`src/rtl/mem_array.sv`:
```
// mem_array: single-port synchronous RAM, 2**ADDR_W words of DATA_W bits.
// One rw bit picks write (1) or read (0) each cycle. Read data is captured
// in a register (1-cycle latency) and gated onto data_out by o_en.
// Reset clears the whole array as well as the read register.
//
// Ports:
//   clk      system clock, rising edge active
//   rst      asynchronous active-high reset
//   addr     word address for the current operation
//   rw       1 = write cycle, 0 = read cycle
//   data_in  write data
//   o_en     output enable; 0 forces data_out to zero
//   data_out read data (rd_q gated by o_en)
module mem_array #(
  parameter int ADDR_W = 3,
  parameter int DATA_W = 5
) (
  input  logic              clk,
  input  logic              rst,
  input  logic [ADDR_W-1:0] addr,
  input  logic              rw,
  input  logic [DATA_W-1:0] data_in,
  input  logic              o_en,
  output logic [DATA_W-1:0] data_out
);

  localparam int DEPTH = 2 ** ADDR_W;

  logic [DATA_W-1:0] mem_q [DEPTH];
  logic [DATA_W-1:0] rd_q;
  logic [DATA_W-1:0] rd_d;

  // Storage is built from async-clear flops so reset empties every word,
  // which is what lets unwritten locations read back as zero.
  always_ff @(posedge clk or posedge rst) begin
    if (rst) begin
      for (int i = 0; i < DEPTH; i++) begin
        mem_q[i] <= '0;
      end
    end else if (rw) begin
      mem_q[addr] <= data_in;
    end
  end

  // Read register holds through write cycles and updates on every read,
  // independent of o_en.
  always_comb begin
    rd_d = rd_q;
    if (!rw) begin
      rd_d = mem_q[addr];
    end
  end

  always_ff @(posedge clk or posedge rst) begin
    if (rst) begin
      rd_q <= '0;
    end else begin
      rd_q <= rd_d;
    end
  end

  assign data_out = o_en ? rd_q : '0;

endmodule

```
`config.mk`:
```
export PLATFORM = sky130hd
export DESIGN_NAME = mem_array
export DESIGN_NICKNAME = d
export VERILOG_FILES = /design/src/rtl/mem_array.sv
export SDC_FILE = /design/constraint.sdc
export NUM_CORES = 1
export LEC_CHECK = 0
export CORE_AREA = 2 2 66 68
export DETAILED_ROUTE_END_ITERATION = 10
export DIE_AREA = 0 0 68 70
export PLACE_DENSITY = 0.76
export SLEW_MARGIN = 0
export SYNTH_ARGS = -nofsm -noshare
export SYNTH_HDL_FRONTEND = slang
export SYNTH_SLANG_ARGS = --single-unit
export TNS_END_PERCENT = 20
```
`constraint.sdc`:
```
create_clock -name clk -period 1.9 [get_ports clk]
set_input_delay 0.475 -clock clk [delete_from_list [all_inputs] [get_ports clk]]
set_output_delay 0.475 -clock clk [all_outputs]
set_load 0.02 [all_outputs]
```
# == Word level (Yosys, flattened, before mapping) ==
# Cells that the tools add are included.
# classes
magnitude_cmp,2
muxes,7
bitwise_logic,1
reduce_logical,1
# op_table
operator,count
$bwmux W40,1
$mux W5,4
$bmux W5 S3,1
$demux W5 S3,1
$ge A4 B4 Y1 const B,1
$lt A4 B1 Y1 const B,1
$not A3 Y4,1
$logic_and A1 B1 Y1,1
# word_totals
ff_bits,45
inputBits,12
output_inout_bits,5
word_cells,20

# == Depth between registers and ports, before layout ==
# Gate-level depths: netlist (run 1).
# depth
depth_word,6
mapped_depth,5
depth_no_buf,3

# == Worst setup path before layout (run 1) ==
# No wires, ideal clock.
# synth_path
path_kind,input to register
from,input addr[0]
to,register rd_q[0]
setup_ns,0.124
arrival_time_ns,1.387
t_required_ns,1.776
path_slack_ns,0.390
stages,5
n_path_buf,2
path_cell_list,buf_2 buf_2 mux2i_1 o22ai_1 o31a_1
# synth_via
elab_chain_len,4
# synth_lines
item,line_no,source
"start, declared",20,"input logic [ADDR_W-1:0] addr,"
$not A3 Y4 (implied by the code),50,rd_d = mem_q[addr];
$bmux W5 S3,50,
$mux W5 (implied by the code) (2 in a row),50,
"end signal, assigned",58,rd_q <= rd_d;
"end, declared",30,logic [DATA_W-1:0] rd_q;
# Every way passes these cells. The select of a mux whose other input is x is not followed.
# A chain may end at the register's enable or synchronous reset.

# == Worst setup path in the final report (run 1) ==
# layout_path
from,input addr[0]
to,register rd_q[4]
# The elaborated chain is that of the path after synthesis.

==> impl_metrics.xml, run 1 <==
<?xml version="1.0" encoding="UTF-8"?>
<metrics>
  <group name="clock_tree">
    <metric name="cts_buffer_depth" unit="">2</metric>
    <metric name="cts.sink_count" unit="">45</metric>
    <metric name="post_cts.repair.setup_buffers" unit="">0</metric>
    <metric name="cts_inserted_buffers" unit="">5</metric>
    <metric name="clkSlewWorstSetupHoldPaths" unit="ns">0.08</metric>
    <metric name="cts-root-buf" unit="">clkbuf_8</metric>
    <metric name="cts.hold.buffers_added" unit="">0</metric>
    <metric name="h-tree-depth" unit="">2</metric>
    <metric name="tritoncts" unit="">done</metric>
    <metric name="clk-insertion-delay-late" unit="ns">0.31</metric>
  </group>
  <group name="power_and_ir_drop">
    <metric name="power.leakage" unit="nW">1.177</metric>
    <metric name="ir_drop" unit="uV">505.9</metric>
    <metric name="share_seq_of_total_power" unit="%">52.6</metric>
    <metric name="power_frac_comb" unit="%">21.8</metric>
    <metric name="share_clk_of_total_power" unit="%">25.6</metric>
    <metric name="power_density" unit="nW/um^2">950.6</metric>
    <metric name="report.power.total" unit="W">0.002419</metric>
    <metric name="internal_power" unit="W">0.001775</metric>
    <metric name="netsw" unit="W">0.0006447</metric>
    <metric name="swShare" unit="%">26.65</metric>
  </group>
  <group name="global_route">
    <metric name="groute.usage.overall" unit="%">20.75</metric>
    <metric name="largest_net_degree_at_the_start_of_global_routing" unit="">46</metric>
    <metric name="via_count_of_the_first_global_routing_pass" unit="">1445</metric>
    <metric name="globalRoute.totalOverflow" unit="">0</metric>
    <metric name="antenna_found_initial" unit="">0</metric>
    <metric name="grt_first_pass_wirelength" unit="mm">7.134</metric>
  </group>
  <group name="floorplan">
    <metric name="dieHeight" unit="um">70</metric>
    <metric name="dieArea" unit="sq um">4760</metric>
    <metric name="floorplan.initialDensity" unit="%">52.20</metric>
    <metric name="rows" unit="">24</metric>
    <metric name="fp.dieW" unit="um">68</metric>
    <metric name="placeableCoreArea" unit="sq um">4144</metric>
    <metric name="io_pins" unit="">17</metric>
  </group>
  <group name="sta">
    <metric name="final_critical_path_setup_slack" unit="ns">0.1484</metric>
    <metric name="skew" unit="ns">0.01378</metric>
    <metric name="finalMaxSlewViolations" unit="">0</metric>
    <metric name="setup-violations-final" unit="">0</metric>
    <metric name="fin_hold_ws" unit="ns">0.5083</metric>
    <metric name="timing_worst_slew_pin_value" unit="ns">0.3502</metric>
    <metric name="fmax" unit="GHz">0.5709</metric>
    <metric name="timing.slew.headroom" unit="%">76.65</metric>
    <metric name="hold_violations" unit="">0</metric>
    <metric name="final.period_utilization" unit="%">92.19</metric>
    <metric name="grt_setup_unrepaired" unit="">no</metric>
    <metric name="fin_crit" unit="ns">1.752</metric>
  </group>
  <group name="synth">
    <metric name="netlist_cell_types" unit="">20</metric>
    <metric name="synthesis.nets" unit="">165</metric>
    <metric name="netlist_area" unit="sq um">2163</metric>
    <metric name="synth-seq-cells" unit="">45</metric>
    <metric name="area_contributors_post_synth" unit="">dfrtp_1 52%, mux2_2 16%, mux2i_1 9.3%</metric>
    <metric name="synth.yosys.seq_area_share" unit="%">52.05</metric>
    <metric name="yosys.area.top_type" unit="">dfrtp_1</metric>
    <metric name="synth_cells" unit="">153</metric>
    <metric name="yosys.area.top_type_share" unit="%">52.05</metric>
    <metric name="synth-warning-count" unit="">0</metric>
    <metric name="avgSynthCellArea" unit="sq um">14.14</metric>
  </group>
  <group name="critical_path">
    <metric name="critical-path-slowest-cell" unit="">clkdlybuf4s50_1</metric>
    <metric name="cp-end-kind" unit="">register</metric>
    <metric name="crit_fanout" unit="">8</metric>
    <metric name="cp_slowest_stage_delay" unit="ns">0.56</metric>
    <metric name="worst_setup_path_start_kind" unit="">input port</metric>
    <metric name="crit_type" unit="">in2reg</metric>
    <metric name="critPathBufInv" unit="">2</metric>
    <metric name="crit_path_cell_trace" unit="">clkdlybuf4s50_1, buf_4, mux2i_1, o22ai_1, o31a_1</metric>
    <metric name="timing.critical_path.max_delay_family" unit="">buffers and inverters</metric>
    <metric name="worst_ep_arrival_time" unit="ns">1.94</metric>
    <metric name="data_required_time_of_the_worst_path" unit="ns">2.09</metric>
  </group>
  <group name="detailed_routing">
    <metric name="route.vias.total" unit="">1291</metric>
    <metric name="ant_nets" unit="">0</metric>
    <metric name="wl_per_cell" unit="um">17.26</metric>
    <metric name="remaining_drc_errors" unit="">0</metric>
    <metric name="post_drt_via_cell_ratio" unit="">5.424</metric>
    <metric name="drt-initial-drc-count" unit="">51</metric>
    <metric name="detail_route.first_pass.iterations" unit="">4</metric>
    <metric name="detail_route.wirelength" unit="mm">4.107</metric>
  </group>
  <group name="min_path">
    <metric name="holdCritPathClass" unit="">reg2reg</metric>
  </group>
  <group name="placed_design">
    <metric name="post_placement_setup_slack" unit="ns">-0.3230</metric>
    <metric name="i_o_buffers" unit="">16</metric>
    <metric name="gp_congestion" unit="">0.8258</metric>
    <metric name="detailedPlacementHpwl" unit="mm">3.094</metric>
  </group>
  <group name="finish">
    <metric name="mostFrequentLayoutCell" unit="">dfrtp_1</metric>
    <metric name="fin_nets" unit="">197</metric>
    <metric name="synthToLayoutAreaGrowth" unit="%">17.64</metric>
    <metric name="area_of_the_multi_input_gates" unit="sq um">969.7</metric>
    <metric name="layout.area.seq" unit="sq um">1126</metric>
    <metric name="final_cell_mix" unit="">45 x dfrtp_1, 30 x mux2_2, 20 x mux2i_1</metric>
    <metric name="layout-drive-gt1-share" unit="%">41.40</metric>
    <metric name="antenna_cells" unit="">0</metric>
    <metric name="fill_cells" unit="">328</metric>
  </group>
  <group name="status">
    <metric name="run_status" unit="">complete, no violations</metric>
  </group>
  <group name="job">
    <metric name="max-cap-violations" unit="">0</metric>
  </group>
</metrics>
[state kept, by name (all words and copies together), names as in the netlist]
| register | flops |
|---|---|
| mem_q | 40 |
| rd_q | 5 |
[cell usage after synthesis, drive strengths merged]
library cell   n
o22ai         10
dfrtp         45
nand4          1
mux2          40
inv            1
nor2           4
nand2          2
o31a           5
nand2b         8
mux2i         20
buf            7
clkbuf         1
and2           5
or2            4
[metal layers]
| metal | GRT usage [%] | vias to the layer above | routed length, um |
|---|---|---|---|
| li1 | - | 614 | - |
| met4 | 9.778 | 0 | 87 |
| met3 | 4.348 | 7 | 150 |
| met5 | 0 | - | 0 |
| met2 | 32.15 | 21 | 2100 |
| met1 | 27.49 | 649 | 1768 |
[final cells by class]
type / instances / area share (%)
sequential: 45 / 44.25
clock inverter: 2 / 0.5408
multi-input combinational: 99 / 38.10
timing repair buffer: 33 / 11.16
clock buffer: 6 / 3.245
inverter: 1 / 0.1475
tap: 52 / 2.557
[timing repair]
| action | CTS | global route |
|---|---|---|
| pin swaps | 0 | 0 |
| resized for setup | 13 | 5 |
| endpoints found under the setup margin | 5 | 5 |
| hold endpoints to repair | 0 | 0 |
| cloned | 0 | 0 |
[kinds of logic (layout without fill, tap and decap cells)]
group | after synthesis | in the layout | share of synthesized area [%]
buffers and inverters | 9 | 42 | 3.123
AND/OR/NAND/NOR | 24 | 24 | 8.098
multiplexers | 60 | 60 | 31.81
AO/OA/AOI/OAI | 15 | 15 | 4.916
flip-flops | 45 | 45 | 52.05
[power by group through the flow]
stage | Sequential, W | Combinational [W] | Clock [W]
after floorplan | 0.00125 | 0.000394 | 0
after global routing | 0.00130 | 0.000582 | 0.000660
after global placement | 0.00127 | 0.000520 | 0
after CTS | 0.00127 | 0.000541 | 0.000631
after detailed placement | 0.00129 | 0.000542 | 0
final | 0.00127 | 0.000527 | 0.000620
[final timing paths]
check | depth (start not counted) | slack [ns] | to | startpoint
max in group asynchronous | 3 | 1.15 | mem_q[10] | rst
worst min register to register | 1 | 0.51 | mem_q[19] | mem_q[19]
worst min-delay path | 1 | 0.51 | mem_q[19] | mem_q[19]
worst max register to register | 3 | 0.82 | rd_q[4] | mem_q[14]
min in group asynchronous | 3 | 0.52 | mem_q[23] | rst
worst max-delay path | 5 | 0.15 | rd_q[4] | addr[0]
[through the flow]
stage               utilization (%)   TNS [ns]  std cells  instance area, sq um
finish                        61.41          0        238                  2545
global route                  61.41          0        238                  2545
CTS                           61.90  -0.005637        238                  2565
detailed placement            59.48     -5.172        230                  2465
global placement              59.48     -3.775        230                  2465
floorplan                         -          0        153                  2163
No activity file was read; power rests on OpenSTA's default activity.
==> run 2, diff against run 1 <==
- CORE_AREA: 2 2 66 68 -> 2 2 62 76
- DIE_AREA: 0 0 68 70 -> 0 0 64 78
- TNS_END_PERCENT: 20 -> not set
- clock period: 1.9 -> 1.6 ns (I/O delays scaled with it)
==> run 2 against run 1 <==
  * Die area up 4.9%
  * Register-to-register slack worse by 0.31 ns
  * Critical endpoint is now mem_q[30]
  * Via count up 5.5%
  * Wire length up 5.6%
  * Clock power up 7.6%
  * Critical path depth unchanged
  * Count of clock-buffer cells in the layout unchanged
  * Clock skew down 0.0011 ns
==> impl_metrics.xml, run 2 (synthesis results as in run 1) <==
<?xml version="1.0" encoding="UTF-8"?>
<metrics>
  <group name="critical_path">
    <metric name="crit_path_start" unit="">rw</metric>
    <metric name="worst_ep_arrival_time" unit="ns">1.74</metric>
    <metric name="data_required_time_of_the_worst_path" unit="ns">1.78</metric>
    <metric name="timing.rr.start" unit="">mem_q[30]</metric>
    <metric name="crit_type" unit="">in2reg</metric>
    <metric name="crit_path_cell_trace" unit="">clkdlybuf4s50_1, nand2_1, buf_4, nor2_4, mux2_2</metric>
    <metric name="critical-path-slowest-cell" unit="">clkdlybuf4s50_1</metric>
    <metric name="critPathBufInv" unit="">2</metric>
    <metric name="crit_fanout" unit="">5</metric>
    <metric name="cp_slowest_stage_delay" unit="ns">0.49</metric>
    <metric name="cp-end-kind" unit="">register</metric>
    <metric name="worst_setup_path_start_kind" unit="">input port</metric>
    <metric name="timing.critical_path.max_delay_family" unit="">buffers and inverters</metric>
  </group>
  <group name="global_route">
    <metric name="groute.usage.overall" unit="%">19.46</metric>
    <metric name="globalRoute.totalOverflow" unit="">0</metric>
    <metric name="via_count_of_the_first_global_routing_pass" unit="">1467</metric>
    <metric name="antenna_found_initial" unit="">0</metric>
    <metric name="largest_net_degree_at_the_start_of_global_routing" unit="">46</metric>
    <metric name="grt_first_pass_wirelength" unit="mm">7.162</metric>
  </group>
  <group name="placed_design">
    <metric name="post_placement_setup_slack" unit="ns">-0.4558</metric>
    <metric name="placed_cell_area" unit="sq um">2485</metric>
    <metric name="i_o_buffers" unit="">16</metric>
    <metric name="place.detailed.instances" unit="">236</metric>
    <metric name="detailedPlacementHpwl" unit="mm">3.204</metric>
    <metric name="gp_congestion" unit="">0.9034</metric>
  </group>
  <group name="clock_tree">
    <metric name="cts_inserted_buffers" unit="">5</metric>
    <metric name="clkSlewWorstSetupHoldPaths" unit="ns">0.07</metric>
    <metric name="h-tree-depth" unit="">2</metric>
    <metric name="clk-insertion-delay-late" unit="ns">0.30</metric>
    <metric name="tritoncts" unit="">done</metric>
    <metric name="cts_buffer_depth" unit="">2</metric>
    <metric name="post_cts.repair.setup_buffers" unit="">0</metric>
    <metric name="cts-root-buf" unit="">clkbuf_8</metric>
    <metric name="cts.sink_count" unit="">45</metric>
  </group>
  <group name="finish">
    <metric name="final_cell_mix" unit="">45 x dfrtp_1, 30 x mux2_2, 20 x buf_4</metric>
    <metric name="max_flop_register" unit="">mem_q</metric>
    <metric name="synthToLayoutAreaGrowth" unit="%">19.20</metric>
    <metric name="antenna_cells" unit="">0</metric>
    <metric name="layout-drive-gt1-share" unit="%">43.92</metric>
    <metric name="fill_cells" unit="">322</metric>
    <metric name="biggestRegsByFlops" unit="">mem_q x40, rd_q x5</metric>
    <metric name="mostFrequentLayoutCell" unit="">dfrtp_1</metric>
    <metric name="final_cell_count_no_fill" unit="">245</metric>
    <metric name="final_cell_area" unit="sq um">2579</metric>
    <metric name="largest_register_ffs" unit="">40</metric>
    <metric name="fin_nets" unit="">200</metric>
  </group>
  <group name="power_and_ir_drop">
    <metric name="netsw" unit="W">0.0007557</metric>
    <metric name="ir_drop" unit="uV">644.4</metric>
    <metric name="power_density" unit="nW/um^2">1096</metric>
    <metric name="swShare" unit="%">26.74</metric>
    <metric name="share_seq_of_total_power" unit="%">53.6</metric>
    <metric name="internal_power" unit="W">0.002071</metric>
    <metric name="share_clk_of_total_power" unit="%">23.6</metric>
    <metric name="report.power.total" unit="W">0.002826</metric>
    <metric name="power.leakage" unit="nW">1.212</metric>
    <metric name="power_frac_comb" unit="%">22.8</metric>
  </group>
  <group name="sta">
    <metric name="fin_crit" unit="ns">1.560</metric>
    <metric name="setup-violations-final" unit="">0</metric>
    <metric name="grt_setup_unrepaired" unit="">no</metric>
    <metric name="final.period_utilization" unit="%">97.51</metric>
    <metric name="final_critical_path_setup_slack" unit="ns">0.03983</metric>
    <metric name="skew" unit="ns">0.01273</metric>
    <metric name="hold_violations" unit="">0</metric>
    <metric name="timing.slew.headroom" unit="%">78.90</metric>
    <metric name="timing_worst_slew_pin_value" unit="ns">0.3154</metric>
    <metric name="finalMaxSlewViolations" unit="">0</metric>
    <metric name="fmax" unit="GHz">0.6410</metric>
  </group>
  <group name="detailed_routing">
    <metric name="post_drt_via_cell_ratio" unit="">5.559</metric>
    <metric name="wl_per_cell" unit="um">17.70</metric>
    <metric name="detail_route.first_pass.iterations" unit="">4</metric>
    <metric name="route.vias.total" unit="">1362</metric>
    <metric name="drt-initial-drc-count" unit="">32</metric>
    <metric name="ant_nets" unit="">0</metric>
    <metric name="detail_route.wirelength" unit="mm">4.337</metric>
    <metric name="remaining_drc_errors" unit="">0</metric>
  </group>
  <group name="floorplan">
    <metric name="placeableCoreArea" unit="sq um">4197</metric>
    <metric name="io_pins" unit="">17</metric>
    <metric name="dieArea" unit="sq um">4992</metric>
    <metric name="fp.dieW" unit="um">64</metric>
    <metric name="rows" unit="">26</metric>
    <metric name="floorplan.initialDensity" unit="%">51.55</metric>
    <metric name="dieHeight" unit="um">78</metric>
  </group>
  <group name="status">
    <metric name="run_status" unit="">complete, no violations</metric>
  </group>
  <group name="min_path">
    <metric name="holdCritPathClass" unit="">in2async</metric>
  </group>
  <group name="job">
    <metric name="max-cap-violations" unit="">0</metric>
  </group>
</metrics>
[run 2: area by class of cell]
class                   count  area (sq um)  share of cell area [%]
clock buffers               6         72.57                   2.814
well taps                  56         70.07                   2.717
multi-input cells          99         983.4                   38.14
flip-flops and latches     45          1126                   43.67
inverters                   1         3.754                  0.1456
clock inverters             2         10.01                  0.3882
repair buffers             36         312.8                   12.13
[run 2: per-stage QoR]
| stage | utilization (%) | TNS [ns] | hold slack, ns |
|---|---|---|---|
| 2_1_floorplan | - | 0 | 0.4791 |
| 3_3_place_gp | 59.21 | -15.45 | 0.4877 |
| 3_5_place_dp | 59.21 | -16.71 | 0.4946 |
| 4_1_cts | 61.21 | 0 | 0.4714 |
| 5_1_grt | 61.45 | 0 | 0.4835 |
| 6_report | 61.45 | 0 | 0.4652 |
[run 2: worst min-delay path: stages]
cell and delay, ns:
clkdlybuf4s50_1 0.40, inv_1 0.09, buf_12 0.24
[run 2: metal layers]
layer  track usage [%]  vias up  part of all wire (%)
met4             11.74        0                   4.8
met3             5.362       17                   3.3
met2             30.73       33                    50
met1             23.46      690                    42
li1                  -      622                     -
met5                 0        -                     0
[run 2: power by group through the flow]
stage / logic, W / clock network, W / registers (W)
after floorplan: 0.000467 / 0 / 0.00149
after global placement: 0.000620 / 0 / 0.00151
after detailed placement: 0.000651 / 0 / 0.00154
after CTS: 0.000650 / 0.000681 / 0.00152
after global routing: 0.000702 / 0.000731 / 0.00154
final: 0.000645 / 0.000667 / 0.00151
[run 2: repair_timing]
action                     4_1_cts  5_1_grt
setup endpoints to repair       39       16
resized for setup               29        4
cloned                           1        0
hold buffers                     0        0
[run 2: final timing paths]
kind	end	slack, ns	depth (start not counted)
worst max-delay path	mem_q[30]	0.04	5
worst min-delay path	mem_q[36]	0.47	3
worst max register to register	rd_q[0]	0.51	3
worst min register to register	mem_q[13]	0.51	1
max in group asynchronous	mem_q[35]	0.93	3
min in group clk	mem_q[13]	0.51	1
==> run 3, diff against run 2 <==
- SLEW_MARGIN: 0 -> not set
==> results of run 3 <==
Final layout, timing and power as in run 2 (identical DEF).
